## config.mk

```make
export PLATFORM = sky130hd
export DESIGN_NAME = i2c_cfg_sequencer
export DESIGN_NICKNAME = d
export VERILOG_FILES = /design/src/rtl/i2c_cfg_pkg.sv /design/src/rtl/cfg_delay_timer.sv /design/src/rtl/i2c_cfg_sequencer.sv
export SDC_FILE = /design/constraint.sdc
export NUM_CORES = 1
export LEC_CHECK = 0
export BUFFER_PORTS_ARGS = -buffer_cell sky130_fd_sc_hd__buf_2
export CAP_MARGIN = 10
export CORE_ASPECT_RATIO = 2
export CORE_MARGIN = 2
export CORE_UTILIZATION = 26
export CTS_BUF_LIST = sky130_fd_sc_hd__clkbuf_8
export DETAILED_ROUTE_END_ITERATION = 12
export PLACE_DENSITY = 0.47
export SYNTH_ARGS = -nofsm -noshare
export SYNTH_HDL_FRONTEND = slang
export SYNTH_SLANG_ARGS = --single-unit
```

## constraint.sdc

```tcl
create_clock -name clk -period 7.4 [get_ports clk]
set_input_delay 1.11 -clock clk [delete_from_list [all_inputs] [get_ports clk]]
set_output_delay 1.11 -clock clk [all_outputs]
set_load 0.05 [all_outputs]
```

## src/rtl/i2c_cfg_pkg.sv

```systemverilog
// Shared types and helpers for the I2C configuration sequencer: FSM state
// encoding, LUT entry field positions and microsecond-to-cycle conversion.
package i2c_cfg_pkg;

    typedef enum logic [2:0] {
        PWR_WAIT,
        FETCH,
        ISSUE,
        WAIT,
        DELAY,
        NEXT,
        DONE,
        ERROR
    } cfg_state_e;

    // LUT entry layout: {dev, reg, data}
    localparam int DEV_MSB  = 23;
    localparam int DEV_LSB  = 16;
    localparam int REG_MSB  = 15;
    localparam int REG_LSB  = 8;
    localparam int DATA_MSB = 7;
    localparam int DATA_LSB = 0;

    function automatic longint us_to_cycles(input longint us, input longint clk_freq);
        return (us * clk_freq) / 64'd1_000_000;
    endfunction

endpackage

```

## src/rtl/cfg_delay_timer.sv

```systemverilog
// Down-counter shared by the power-up wait and inline delay entries.
// 'expired' is high during the final counted cycle, or at once for a zero load.
module cfg_delay_timer #(
    parameter int               CNT_W   = 8,
    parameter logic [CNT_W-1:0] RST_VAL = '0
) (
    input  logic             clk,
    input  logic             rst_n,
    input  logic             load,
    input  logic [CNT_W-1:0] load_val,
    input  logic             tick,
    output logic             expired
);

    logic [CNT_W-1:0] cnt_q;
    logic [CNT_W-1:0] cnt_d;

    always_comb begin
        cnt_d = cnt_q;
        if (load) begin
            cnt_d = load_val;
        end else if (tick && (cnt_q != '0)) begin
            cnt_d = cnt_q - CNT_W'(1);
        end
    end

    always_ff @(posedge clk) begin
        if (!rst_n) begin
            cnt_q <= RST_VAL;
        end else begin
            cnt_q <= cnt_d;
        end
    end

    assign expired = (cnt_q <= CNT_W'(1));

endmodule

```

## src/rtl/i2c_cfg_sequencer.sv

```systemverilog
// Walks a paged {dev, reg, data} LUT and issues each entry as one I2C write,
// with power-up/inline delays, NACK retries and EDID checksum substitution.
module i2c_cfg_sequencer
    import i2c_cfg_pkg::*;
#(
    parameter int         IDX_W         = 9,
    parameter int         PAGE_W        = 2,
    parameter int         CLK_FREQ      = 50_000_000,
    parameter int         PWRUP_US      = 1000,
    parameter int         DELAY_UNIT_US = 1000,
    parameter logic [7:0] DELAY_DEV     = 8'hFF,
    parameter int         MAX_RETRY     = 3,
    parameter logic [7:0] EDID_DEV      = 8'h6C,
    parameter bit         CSUM_AUTO     = 1'b1
) (
    input  logic              clk,
    input  logic              rst_n,
    input  logic              cfg_start,
    input  logic [PAGE_W-1:0] cfg_page,
    output logic [PAGE_W-1:0] lut_page,
    output logic [IDX_W-1:0]  lut_index,
    input  logic [23:0]       lut_data,
    input  logic [IDX_W-1:0]  lut_size,
    output logic              i2c_req,
    output logic [7:0]        i2c_dev,
    output logic [7:0]        i2c_reg,
    output logic [7:0]        i2c_wdata,
    input  logic              i2c_done,
    input  logic              i2c_nack,
    output logic              cfg_busy,
    output logic              cfg_done,
    output logic              cfg_err,
    output logic [IDX_W-1:0]  err_index
);

    localparam longint PWRUP_CYC = us_to_cycles(PWRUP_US, CLK_FREQ);
    localparam longint UNIT_CYC  = us_to_cycles(DELAY_UNIT_US, CLK_FREQ);
    localparam longint MAX_CYC   = (255 * UNIT_CYC > PWRUP_CYC) ? 255 * UNIT_CYC : PWRUP_CYC;
    localparam int     CNT_W     = (MAX_CYC < 2) ? 1 : $clog2(MAX_CYC + 1);
    localparam int     RETRY_W   = (MAX_RETRY < 1) ? 1 : $clog2(MAX_RETRY + 1);

    localparam logic [CNT_W-1:0] PWRUP_VAL = CNT_W'(PWRUP_CYC);
    localparam logic [CNT_W-1:0] UNIT_VAL  = CNT_W'(UNIT_CYC);

    cfg_state_e          state_q, state_d;
    logic [PAGE_W-1:0]   page_q, page_d;
    logic [IDX_W-1:0]    index_q, index_d;
    logic [23:0]         entry_q, entry_d;
    logic [RETRY_W-1:0]  retry_q, retry_d;
    logic [7:0]          csum_q, csum_d;
    logic [7:0]          dev_q, dev_d;
    logic [7:0]          reg_q, reg_d;
    logic [7:0]          wdata_q, wdata_d;
    logic                done_q, done_d;
    logic                err_q, err_d;
    logic [IDX_W-1:0]    err_index_q, err_index_d;
    logic                busy_q, busy_d;

    logic                tmr_load;
    logic [CNT_W-1:0]    tmr_val;
    logic                tmr_tick;
    logic                tmr_expired;

    logic                entry_is_edid;
    logic                entry_is_csum_slot;

    cfg_delay_timer #(
        .CNT_W   (CNT_W),
        .RST_VAL (PWRUP_VAL)
    ) u_timer (
        .clk      (clk),
        .rst_n    (rst_n),
        .load     (tmr_load),
        .load_val (tmr_val),
        .tick     (tmr_tick),
        .expired  (tmr_expired)
    );

    assign entry_is_edid      = (entry_q[DEV_MSB:DEV_LSB] == EDID_DEV);
    assign entry_is_csum_slot = entry_is_edid && (entry_q[REG_MSB-1:REG_LSB] == 7'h7F);

    always_comb begin
        state_d     = state_q;
        page_d      = page_q;
        index_d     = index_q;
        entry_d     = entry_q;
        retry_d     = retry_q;
        csum_d      = csum_q;
        dev_d       = dev_q;
        reg_d       = reg_q;
        wdata_d     = wdata_q;
        done_d      = done_q;
        err_d       = err_q;
        err_index_d = err_index_q;
        tmr_load    = 1'b0;
        tmr_val     = PWRUP_VAL;
        tmr_tick    = 1'b0;

        if (cfg_start) begin
            // Restart wins over everything, including an outstanding transaction.
            state_d  = PWR_WAIT;
            page_d   = cfg_page;
            index_d  = '0;
            retry_d  = '0;
            csum_d   = '0;
            done_d   = 1'b0;
            err_d    = 1'b0;
            tmr_load = 1'b1;
        end else begin
            case (state_q)
                PWR_WAIT: begin
                    tmr_tick = 1'b1;
                    if (tmr_expired) begin
                        state_d = FETCH;
                        index_d = '0;
                    end
                end
                FETCH: begin
                    if (index_q == lut_size) begin
                        state_d = DONE;
                        done_d  = 1'b1;
                    end else begin
                        entry_d = lut_data;
                        if (lut_data[DEV_MSB:DEV_LSB] == DELAY_DEV) begin
                            state_d  = DELAY;
                            tmr_load = 1'b1;
                            tmr_val  = CNT_W'(lut_data[DATA_MSB:DATA_LSB]) * UNIT_VAL;
                        end else begin
                            state_d = ISSUE;
                        end
                    end
                end
                ISSUE: begin
                    dev_d   = entry_q[DEV_MSB:DEV_LSB];
                    reg_d   = entry_q[REG_MSB:REG_LSB];
                    wdata_d = (CSUM_AUTO && entry_is_csum_slot) ? (8'd0 - csum_q)
                                                                : entry_q[DATA_MSB:DATA_LSB];
                    state_d = WAIT;
                end
                WAIT: begin
                    if (i2c_done) begin
                        if (!i2c_nack) begin
                            state_d = NEXT;
                            // Only ACKed writes touch the checksum, so retries never double-count.
                            if (entry_is_csum_slot) begin
                                csum_d = '0;
                            end else if (entry_is_edid) begin
                                csum_d = csum_q + entry_q[DATA_MSB:DATA_LSB];
                            end
                        end else if (retry_q < RETRY_W'(MAX_RETRY)) begin
                            retry_d = retry_q + RETRY_W'(1);
                            state_d = ISSUE;
                        end else begin
                            state_d     = ERROR;
                            err_d       = 1'b1;
                            err_index_d = index_q;
                        end
                    end
                end
                DELAY: begin
                    tmr_tick = 1'b1;
                    if (tmr_expired) begin
                        state_d = NEXT;
                    end
                end
                NEXT: begin
                    index_d = index_q + IDX_W'(1);
                    retry_d = '0;
                    state_d = FETCH;
                end
                DONE: begin
                    state_d = DONE;
                end
                ERROR: begin
                    state_d = ERROR;
                end
                default: begin
                    state_d = PWR_WAIT;
                end
            endcase
        end

        busy_d = (state_d != DONE) && (state_d != ERROR);
    end

    always_ff @(posedge clk) begin
        if (!rst_n) begin
            state_q     <= PWR_WAIT;
            page_q      <= '0;
            index_q     <= '0;
            entry_q     <= '0;
            retry_q     <= '0;
            csum_q      <= '0;
            dev_q       <= '0;
            reg_q       <= '0;
            wdata_q     <= '0;
            done_q      <= 1'b0;
            err_q       <= 1'b0;
            err_index_q <= '0;
            busy_q      <= 1'b0;
        end else begin
            state_q     <= state_d;
            page_q      <= page_d;
            index_q     <= index_d;
            entry_q     <= entry_d;
            retry_q     <= retry_d;
            csum_q      <= csum_d;
            dev_q       <= dev_d;
            reg_q       <= reg_d;
            wdata_q     <= wdata_d;
            done_q      <= done_d;
            err_q       <= err_d;
            err_index_q <= err_index_d;
            busy_q      <= busy_d;
        end
    end

    assign lut_page  = page_q;
    assign lut_index = index_q;
    assign i2c_req   = (state_q == WAIT);
    assign i2c_dev   = dev_q;
    assign i2c_reg   = reg_q;
    assign i2c_wdata = wdata_q;
    assign cfg_busy  = busy_q;
    assign cfg_done  = done_q;
    assign cfg_err   = err_q;
    assign err_index = err_index_q;

endmodule
```

# Yosys cells after proc, flatten, opt, wreduce, memory -nomap -nowiden
# Index checks and enable logic that the tools add are counted.
# word_totals
wordCells	93
reg_bits	108
in_bits	40
output_inout_bits	48
# op_classes
n_mul	1
add_sub_neg	5
bitwise_logic	5
n_reduce_logical	19
n_eq_ne	17
mux	30
n_lt_le_gt_ge	2
# op_table
op	n
two-way mux 24 bit	6
less-or-equal comparator 24 x 1 -> 1 bit (second input constant)	1
two-way mux 3 bit	8
two-way mux 8 bit	3
case mux 3 bit (8 select lines)	1
nonzero test 24 bit	1
subtractor 24 x 1 -> 24 bit (second input constant)	1
multiplier 8 x 12 -> 20 bit (second input constant)	1
case mux 9 bit (2 select lines)	1
equality test 3 bit (second input constant)	4
AND reduction 4 bit	3
adder 9 x 1 -> 9 bit (second input constant)	1
equality test 9 bit	1
two-way mux 9 bit	1
adder 8 bit	1
equality test 8 x 7 -> 1 bit (second input constant)	1
equality test 8 bit (second input constant)	1
nonzero test 2 bit	4
subtractor 1 x 8 -> 8 bit (first input constant)	1
equality test 7 bit (second input constant)	1
equality test 3 x 2 -> 1 bit (second input constant)	2
two-way mux 1 bit	6
two-way mux 2 bit	3
inequality test 2 x 1 -> 1 bit (second input constant)	3
13 further kinds	23

# Logic depth before layout (Yosys ltp)
# Gate-level depths: netlist of run 1.
# logic_depth
word_depth	8
depth_mapped	14
depth_no_buf	14

# Hierarchy
# Synthesis of run 1 repeated with hierarchy kept, for this count alone.
# hier_totals
hier_cells	779
area_unflattened_um2	7029.2
# by_module_without_submodules
mod	seq_area_each_um2	cells_per_inst	area_per_inst_um2	instances
i2c_cfg_sequencer	1681.6	600	5474.0	1
cfg_delay_timer	480.5	179	1555.2	1

# Least setup slack after synthesis of run 1
# OpenSTA, ideal clock, no wires.
# synth_path
path_kind	input to register
from	input port lut_data[2]
to	register u_timer.cnt_q[22]
required_time_ps	7338
cell_stages	14
n_path_buf	0
t_arrival_ps	4606
path_slack_ps	2732
setup_time_ps	62
path_cell_list	ha_1 > ha_1 > inv_1 > fa_1 > inv_1 > fa_1 > ha_1 > nor2b_1 > o31ai_1 > a211oi_1 > o31ai_1 > o211ai_1 > or4_1 > nand3_1
# synth_between
elab_chain_cells	6
# synth_lines
item	line_no	text
start, declared	i2c_cfg_sequencer.sv:22	input logic [23:0] lut_data,
multiplier 8 x 12 -> 20 bit	i2c_cfg_sequencer.sv:127	tmr_val = CNT_W'(lut_data[DATA_MSB:DATA_LSB]) * UNIT_VAL;
two-way mux 24 bit	i2c_cfg_sequencer.sv:124	if (lut_data[DEV_MSB:DEV_LSB] == DELAY_DEV) begin
two-way mux 24 bit	i2c_cfg_sequencer.sv:119	if (index_q == lut_size) begin
two-way mux 24 bit	i2c_cfg_sequencer.sv:110	case (state_q)
two-way mux 24 bit	i2c_cfg_sequencer.sv:99	if (cfg_start) begin
two-way mux 24 bit	cfg_delay_timer.sv:20	if (load) begin
end signal, assigned	cfg_delay_timer.sv:31	cnt_q <= cnt_d;
end, declared	cfg_delay_timer.sv:15	logic [CNT_W-1:0] cnt_q;
# No other way between the ends.
# A chain may end at the register's enable or synchronous reset.

# Worst setup path after layout of run 1
# Ends and elaborated chain as after synthesis.

==> results of run 1 <==
## power by group
part,total (mW),internal (mW),switching [mW]
Clock,0.379,0.138,0.240
Combinational,0.329,0.135,0.194
Sequential,0.588,0.584,0.00347
Total,1.30,0.858,0.438
## metal layers
layer / global-route usage, % / vias up
li1: - / 2936
met1: 18.5 / 2705
met5: 0 / -
met3: 2.18 / 21
met4: 4.38 / 0
met2: 22.8 / 113
## synth_stat cells (2+ instances only)
library cell / count / share of area, %
a211oi_1: 15 / 1.7
a21o_1: 6 / 0.68
a21oi_1: 50 / 3.8
a22oi_1: 6 / 0.68
a311o_1: 2 / 0.30
a311oi_1: 3 / 0.39
a31oi_1: 13 / 1.2
and2_1: 5 / 0.47
and3_1: 2 / 0.19
and4_1: 2 / 0.26
buf_2: 7 / 0.53
clkbuf_1: 24 / 1.4
dfxtp_1: 108 / 32
fa_1: 13 / 3.9
ha_1: 65 / 12
inv_1: 28 / 1.6
mux2i_1: 42 / 6.3
nand2_1: 73 / 4.1
nand2b_1: 4 / 0.38
nand3_1: 16 / 1.2
nand3b_1: 6 / 0.68
nand4_1: 7 / 0.66
nor2_1: 109 / 6.1
nor2b_1: 3 / 0.28
nor3_1: 25 / 1.9
nor3b_1: 3 / 0.34
nor4_1: 8 / 0.75
nor4_2: 3 / 0.56
o211ai_1: 3 / 0.34
o21a_1: 8 / 0.90
o21ai_0: 15 / 1.1
o21ai_1: 16 / 1.2
o21bai_1: 5 / 0.56
o221a_1: 2 / 0.34
o221ai_1: 2 / 0.26
o22ai_1: 5 / 0.47
o31ai_1: 3 / 0.34
or2_2: 3 / 0.28
or3_1: 9 / 0.84
or4_1: 3 / 0.34
or4b_1: 2 / 0.30
xnor2_1: 18 / 2.4
xor2_1: 19 / 2.5
## critical path: stages
cell,delay (ns)
buf_2,0.13
ha_1,0.32
ha_1,0.28
inv_1,0.05
fa_1,0.50
inv_1,0.06
fa_1,0.49
ha_1,0.37
nor2b_1,0.18
o31ai_1,0.32
a211oi_1,0.16
o31ai_1,0.39
o211ai_1,0.17
or4_1,0.49
nand3_1,0.10
## through the flow
step           total power [mW]  setup WS, ns  utilization, %  cell area (um2)
2_1_floorplan             0.839          2.73               -             6670
3_3_place_gp              0.927          2.31            29.2             7440
3_5_place_dp              0.928          2.20            29.2             7440
4_1_cts                    1.32          2.64            30.0             7630
5_1_grt                    1.38          2.52            30.0             7630
6_report                   1.30          2.66            30.0             7630
## logic make-up (layout without fill, tap and decap cells)
group / Yosys count / in the layout / synth area share (%)
adder cells (fa/ha/maj): 78 / 78 / 16.1
AO/OA/AOI/OAI: 167 / 167 / 16.3
AND/OR/NAND/NOR: 289 / 289 / 20.4
multiplexers: 42 / 42 / 6.30
flip-flops: 108 / 108 / 32.4
buffers and inverters: 61 / 136 / 3.62
XOR/XNOR: 37 / 37 / 4.86
## path summary, 6_finish.rpt
check | from | end | slack, ns | cells after the start
max | lut_data[2] | u_timer.cnt_q[22] | 2.66 | 15
min | i2c_reg[4] | i2c_reg[4] | 0.46 | 2
max reg2reg | u_timer.cnt_q[6] | u_timer.cnt_q[22] | 3.68 | 7
min reg2reg | i2c_reg[4] | i2c_reg[4] | 0.46 | 2
## area by class of cell
cell class	instances	area, um2	area share (%)
multi-input cells	613	4270	56.0
flip-flops and latches	108	2160	28.3
repair buffers	92	473	6.20
well taps	340	425	5.57
clock buffers	10	138	1.80
inverters	28	105	1.38
clock inverters	6	57.6	0.754
==> impl_metrics.tcl, run 1 <==
set metrics [dict create \
    io_buffers 87 \
    setup_viol 0 \
    wirelength_um 18200 \
    clk_latency_ns 0.41 \
    irDropWorstVdd_mv 0.0716 \
    final_cell_mix "nor2_1 (109), dfxtp_1 (108), buf_2 (87), nand2_1 (73), ha_1 (65)" \
    htreeDepth 3 \
    hpwl_um 13700 \
    synth_fp_nets 900 \
    syn-mean-instance-area_um2 8.53 \
    n_fill_cell 2744 \
    largestRegisters "entry_q: 24 flops, u_timer.cnt_q: 24 flops" \
    ant_nets 0 \
    ys_ff_latch 108 \
    wl_per_cell_um 15.2 \
    hold_viol_final 0 \
    antenna_cells 0 \
    area_delta_synth_final_pct 14.4 \
    grt_pass1_wl_um 29600 \
    gp_congestion 0.802 \
    synthCells 782 \
    final_cells 1197 \
    worstPathRequired_ns 7.76 \
    final_common_cell "nor2_1" \
    grt_pass1_vias 5731 \
    cts_tree "yes" \
    drc 0 \
    outcome "finished clean" \
    clock-sinks 108 \
    grt_overflow_total 0 \
    crit_fanout 5 \
    setup-tns-final_ns 0 \
    m1WireLength_um 8630 \
    timing.fmax_mhz 211 \
    skew_ns 0.0172 \
    vias_per_cell 4.82 \
    io_pins 88 \
    rsz0062_at_grt "false" \
    ys_seq_area_share_pct 32.4 \
    dieArea_um2 27000 \
    highest_layer "met4" \
    met3_length_um 673 \
    layout-drive-gt1-share_pct 14.0 \
    dp.cells 1181 \
    power_density_nw_per_um2 170 \
    cts_buffer_depth 2 \
    whs_ns 0.460 \
    maxCapViolations 0 \
    grt_start_max_net_pins 65 \
    die_w_um 117 \
    synth_edf_count 0 \
    min_path_type "reg2reg" \
    met2_length_um 8550 \
    async_flop_share_pct 0 \
    die_h_um 231 \
    crit_path_start_kind "primary input" \
    drt_iter0_drc 328 \
    track_usage_pct 13.9 \
    clk_pin_slew_ns 0.12 \
    root_buffer "clkbuf_8" \
    cp-end-kind "flip-flop" \
    period_minus_slack_ns 4.74 \
    criticalPathCategory "in2reg" \
    fin_crit_sh_pct 64.1 \
    slew_violations 0 \
    cts-resized-gates 0 \
    arrival_ns 5.10 \
    nNetsFinal 970 \
    cts_made_buffers 9 \
    core_region_area_um2 25400 \
    yosys_warnings 0 \
    initial_core_util_pct 26.2 \
    antenna_found_initial 0 \
    core.rowCount 83 \
    vias 5775 \
    p_leak_nw 3.03 \
    yosys.cell_types.count 64 \
    syn_area_um2 6670 \
    ys.flop_type "dfxtp_1" \
    post_cts_buffers 0 \
    worstMarginPinSlew_ns 1.02 \
    first_pass_iters 4 \
    slew_headroom_pct 31.7 \
    postCtsHoldBufs 0 \
]
Note: power is estimated with default switching activity, not from simulation.
==> run 2, diff against run 1 <==
- ABC_AREA: unset -> 1
- clock period: 7.4 -> 4.8 ns (I/O delays scaled with it)
==> run 2 against run 1 <==
Synthesized cell count grew 40%. Die area grew 12%. Hold slack gained 0.014 ns. Worst setup slack lost 1.5 ns. Cell count grew 27%. Via count grew 23%.
==> impl_metrics.tcl, run 2 <==
set metrics [dict create \
    syn-mean-instance-area_um2 6.89 \
    irDropWorstVdd_mv 0.113 \
    slew_headroom_pct 42.0 \
    area_delta_synth_final_pct 12.0 \
    antenna_cells 0 \
    period_minus_slack_ns 3.63 \
    timing.fmax_mhz 276 \
    grt_pass1_vias 6957 \
    criticalPathCategory "in2reg" \
    dieArea_um2 30400 \
    clk_pin_slew_ns 0.13 \
    crit_chain "buf_2, ha_1, ha_1, inv_1, fa_1, inv_1, fa_1, ha_1, or2_2, nand3b_1, nand2_1, nand2_1, nand2_1, nand2_1, nand2_1, nand2_1, nand3_1, nand2_1, inv_1" \
    slew_violations 0 \
    final_common_cell "nand2_1" \
    core.rowCount 88 \
    muxShareOfSynthArea_pct 0 \
    antenna_found_initial 0 \
    grt_overflow_total 0 \
    fin_crit_sh_pct 75.6 \
    clock-sinks 108 \
    yosys.area_share.simple_pct 33.9 \
    cts_made_buffers 9 \
    ant_nets 0 \
    gp_congestion 0.868 \
    grt_start_max_net_pins 78 \
    synth_area_leaders "dfxtp_1 (29%), nand2_1 (11%), ha_1 (11%)" \
    track_usage_pct 14.2 \
    synthXorXnorAreaFrac_pct 3.36 \
    grt_pass1_wl_um 35700 \
    yosys_warnings 0 \
    largestRegisters "entry_q: 24 flops, u_timer.cnt_q: 24 flops" \
    die_w_um 124 \
    path_delay_family "adder cells" \
    power_density_nw_per_um2 257 \
    synthCells 1092 \
    p_leak_nw 3.99 \
    holdPathStages 2 \
    whs_ns 0.473 \
    drt_iter0_drc 433 \
    arrival_ns 3.92 \
    r2r_end "i2c_wdata[2]" \
    cp_slowest_cell "fa_1" \
    setup-tns-final_ns 0 \
    synth_common_cells "nand2_1 (218), nor2_1 (172), inv_1 (109)" \
    ys_seq_area_share_pct 28.8 \
    die_h_um 244 \
    clk_latency_ns 0.41 \
    n_fill_cell 3256 \
    yosysTopAreaCell "dfxtp_1" \
    final_cell_mix "nand2_1 (218), nor2_1 (172), inv_1 (109), dfxtp_1 (108), buf_2 (87)" \
    yosys.cell_types.count 42 \
    hp-start "cfg_err" \
    drc 0 \
    synth_compound_area_share_pct 11.0 \
    multi_input_area_um2 4700 \
    crit_path_start_kind "primary input" \
    layout-drive-gt1-share_pct 13.1 \
    async_flop_share_pct 0 \
    crit_fanout 5 \
    synthAdderAreaFrac_pct 14.3 \
    worst-path-buf-inv 4 \
    hpwl_um 16800 \
    max_stage_delay_ns 0.50 \
    synth_fp_nets 1210 \
    wl_per_cell_um 14.0 \
    vias_per_cell 4.66 \
    core_region_area_um2 28600 \
    setup_viol 0 \
    rr_worst_depth 8 \
    worstPathRequired_ns 5.10 \
    outcome "finished clean" \
    min_path_type "reg2reg" \
    worstMarginPinSlew_ns 0.867 \
    vias 7094 \
    holdPathEnd "cfg_err" \
    root_buffer "clkbuf_8" \
    synth_top_family_by_area "simple AND/OR/NAND/NOR gates" \
    io_pins 88 \
    reg2reg_slack_ns 2.37 \
    maxCapViolations 0 \
    syn_area_um2 7520 \
    cpMostUsedCell "nand2_1" \
    cts_buffer_depth 2 \
    nNetsFinal 1276 \
    htreeDepth 3 \
    synth_edf_count 0 \
    yosysTopAreaCellShare_pct 28.8 \
    cp-end-kind "flip-flop" \
    cts-resized-gates 0 \
    synth.most_common_cell "nand2_1" \
    first_pass_iters 5 \
    ys.flop_type "dfxtp_1" \
    r2r_start "state_q[2]" \
    ys_ff_latch 108 \
    skew_ns 0.0241 \
    cts_tree "yes" \
    post_cts_buffers 0 \
    initial_core_util_pct 26.3 \
    postCtsHoldBufs 0 \
    hold_viol_final 0 \
    wirelength_um 21300 \
    io_buffers 87 \
    rsz0062_at_grt "false" \
    regArea_um2 2160 \
]
==> run 2: cell count changes after synthesis, sizes merged, moves of 11 or more <==
cell    previous run  this run
clkbuf            24        11
buf                9        23
mux2i             42         0
nand3             16        87
nor2             109       188
a211oi            15         1
nor4              11         0
inv               28       117
o21ai             31        79
nand4              7        35
nor3              26        10
nand2             73       227
==> run 2: stage by stage <==
step	power [mW]	util [%]	worst slack [ns]	area (um2)	instances
global route	2.33	29.4	0.964	8420	1523
floorplan	1.39	-	1.13	7520	1092
CTS	2.19	29.4	1.21	8420	1523
finish	2.16	29.4	1.17	8420	1523
detailed placement	1.56	28.7	0.772	8210	1507
global placement	1.56	28.7	0.793	8210	1507
==> run 2: how the worst max path moves through the flow <==
| stage | startpoint | endpoint | cells past startpoint |
|---|---|---|---|
| finish | lut_data[2] | u_timer.cnt_q[17] | 19 |
| global route | lut_data[2] | u_timer.cnt_q[23] | 16 |
| CTS | lut_data[2] | u_timer.cnt_q[17] | 19 |
| detailed placement | lut_data[2] | u_timer.cnt_q[17] | 19 |
| global placement | lut_data[2] | u_timer.cnt_q[17] | 19 |
| floorplan | lut_data[2] | u_timer.cnt_q[17] | 18 |
==> run 2: final cells by class <==
class,instances,share of cell area (%)
repair buffers,89,5.35
clock buffers,10,1.63
multi-input cells,831,55.8
clock inverters,6,0.906
well taps,360,5.35
inverters,119,5.30
flip-flops and latches,108,25.7
==> run 2: cells by family after synthesis <==
| group | Yosys count |
|---|---|
| xor+xnor | 28 |
| compound gates | 156 |
| simple gates | 569 |
| buf+inv | 153 |
| flops | 108 |
| fa+ha+maj | 78 |
==> run 2: routing by layer <==
metal / share of wire (%) / wire length, um / vias up / track usage [%]
met5: 0 / 0 / - / 0
met4: 2.3 / 490 / 0 / 4.43
met3: 4.2 / 891 / 25 / 2.30
met2: 46 / 9870 / 161 / 24.0
met1: 47 / 10100 / 3209 / 18.6
li1: - / - / 3699 / -
==> run 2: worst register-to-register path: cells and delay by family, from the launching register on <==
kind                   cells  cell delay, ns
buffers and inverters      3            0.98
AND/OR/NAND/NOR            3            0.66
flip-flops                 1            0.36
AO/OA/AOI/OAI              2            0.33
==> run 2: where the power goes <==
group	internal (mW)	total, mW	switching (mW)
combinational	0.233	0.626	0.393
sequential	0.904	0.913	0.00867
clock	0.266	0.624	0.358
==> run 3, diff against run 2 <==
- ABC_AREA: 1 -> 0
- clock period: 4.8 -> 3.55 ns (I/O delays scaled with it)
==> run 3 against run 2 <==
The run now ends with setup timing left. Critical path depth decreased by 4. Cell area decreased by 2.5%. Worst setup slack got worse by 1.2 ns. Global-route usage increased by 0.11 points. Count of clock-buffer cells in the layout unchanged. Cell count decreased by 18%. Register-to-register slack got worse by 1.7 ns. Routed wire length decreased by 12%. Largest cell class unchanged. Largest power group unchanged.
==> impl_metrics.tcl, run 3 (synthesis results as in run 1) <==
set metrics [dict create \
    core.rowCount 83 \
    grt_overflow_total 0 \
    skew_ns 0.0177 \
    power_density_nw_per_um2 363 \
    design_area_um2 8210 \
    clk_latency_ns 0.39 \
    crit_start "lut_data[2]" \
    drc 0 \
    vias_per_cell 4.80 \
    power_mw 2.98 \
    dieArea_um2 27000 \
    slew_violations 0 \
    core_region_area_um2 25400 \
    outcome "finished with violations" \
    setup-tns-final_ns -0.0153 \
    min_path_type "in2reg" \
    io_buffers 87 \
    track_usage_pct 14.4 \
    grt_pass1_vias 6042 \
    violations "setup timing" \
    hpwl_um 14300 \
    cp-end-kind "flip-flop" \
    die_h_um 231 \
    largestRegisters "entry_q: 24 flops, u_timer.cnt_q: 24 flops" \
    htreeDepth 3 \
    drt_iter0_drc 266 \
    ant_nets 0 \
    cts_tree "yes" \
    antenna_cells 0 \
    wl_per_cell_um 15.0 \
    final_common_cell "nor2_1" \
    maxCapViolations 0 \
    vias 5995 \
    gp_congestion 0.789 \
    p_sw_uw 941 \
    grt_start_max_net_pins 65 \
    pwr-share-clk_pct 26.8 \
    cts_made_buffers 9 \
    worstPathRequired_ns 3.88 \
    p_leak_nw 3.31 \
    worstMarginPinSlew_ns 1.16 \
    endpoint "u_timer.cnt_q[22]" \
    area_delta_synth_final_pct 23.1 \
    slew_headroom_pct 22.2 \
    cts_buffer_depth 2 \
    fin_crit_sh_pct 100 \
    wirelength_um 18700 \
    p_sw_share_pct 31.5 \
    grt_pass1_wl_um 30900 \
    rr_worst_depth 7 \
    initial_core_util_pct 26.2 \
    io_pins 88 \
    root_buffer "clkbuf_8" \
    crit_path_start_kind "primary input" \
    period_minus_slack_ns 3.57 \
    rsz0062_at_grt "true" \
    irDropWorstVdd_mv 0.189 \
    crit_fanout 3 \
    r2r_start "u_timer.cnt_q[2]" \
    nNetsFinal 1021 \
    first_pass_iters 4 \
    layout-drive-gt1-share_pct 20.8 \
    timing.fmax_mhz 280 \
    clock-sinks 108 \
    antenna_found_initial 0 \
    comb_power_share_pct 32.1 \
    intPower_mw 2.04 \
    r2r_end "u_timer.cnt_q[22]" \
    final_cell_mix "nor2_1 (109), dfxtp_1 (108), buf_2 (84), nand2_1 (73), ha_1 (58)" \
    arrival_ns 3.90 \
    setup_viol 1 \
    reg2reg_slack_ns 0.70 \
    criticalPathCategory "in2reg" \
    setup_ws_ns -0.0153 \
    whs_ns 0.370 \
    die_w_um 117 \
    hold_viol_final 0 \
    p_seq_share_pct 41.1 \
    n_fill_cell 2703 \
    clk_pin_slew_ns 0.11 \
    post_dp_cell_area_um2 7900 \
]
## run 3: changes by cell type in the layout (fill, tap and decap cells not counted), moves of 53 or more
cell	change
inv_1	-81
nand3_1	-68
nand2_1	-145
nor2_1	-63
buf_4	+54
o21ai_0	-53
## run 3: worst min-delay path by stage
stage | slack, ns | cells past startpoint | start | endpoint
2_1_floorplan | 0.43 | 2 | entry_q[15] | i2c_reg[7]
3_3_place_gp | 0.44 | 2 | i2c_reg[3] | i2c_reg[3]
3_5_place_dp | 0.45 | 1 | cfg_err | cfg_err
4_1_cts | 0.34 | 3 | cfg_page[1] | lut_page[1]
5_1_grt | 0.36 | 3 | lut_data[15] | entry_q[15]
6_report | 0.37 | 3 | cfg_page[1] | lut_page[1]
## run 3: worst max-delay path: stages
cell      delay, ns
buf_8          0.10
ha_4           0.24
ha_4           0.26
inv_2          0.03
fa_1           0.49
inv_1          0.05
fa_1           0.53
ha_4           0.22
nor2b_4        0.13
o31ai_4        0.26
a211oi_2       0.12
o31ai_2        0.25
o211ai_1       0.13
or4_1          0.47
nand3_1        0.08
## run 3: power groups by stage
stage | clock [mW] | sequential (mW) | combinational [mW]
floorplan | 0 | 1.26 | 0.545
global placement | 0 | 1.25 | 0.885
detailed placement | 0 | 1.25 | 0.884
CTS | 0.846 | 1.23 | 0.902
global route | 0.883 | 1.23 | 1.07
finish | 0.799 | 1.22 | 0.958
## run 3: what timing repair did
| action | in CTS | in global routing |
|---|---|---|
| endpoints found under the setup margin | 2 | 6 |
| buffers inserted | 0 | 1 |
| endpoints found under the hold margin | 0 | 0 |
| hold buffers | 0 | 0 |
| resized for setup | 5 | 17 |
| pin swaps | 1 | 11 |
## run 3: layout make-up
type | instances | area, um2 | share of cell area (%)
clock inverter | 6 | 63.8 | 0.777
inverter | 28 | 105 | 1.28
sequential | 108 | 2160 | 26.3
clock buffer | 10 | 138 | 1.68
timing repair buffer | 143 | 875 | 10.6
tap | 340 | 425 | 5.18
multi-input combinational | 613 | 4440 | 54.1
## run 3: routing by layer
layer | vias to the layer above | wire length, um | global-route usage, %
met3 | 19 | 659 | 2.26
li1 | 3035 | - | -
met5 | - | 0 | 0
met1 | 2840 | 8710 | 18.7
met2 | 101 | 9110 | 24.4
met4 | 0 | 238 | 3.57
## run 3: through the flow
stage	util [%]	worst slack [ns]	instances
detailed placement	31.0	-0.460	1231
finish	32.3	-0.0153	1248
global placement	31.0	-0.416	1231
floorplan	-	-0.164	782
CTS	31.9	0.00103	1247
global route	32.3	-0.0731	1248
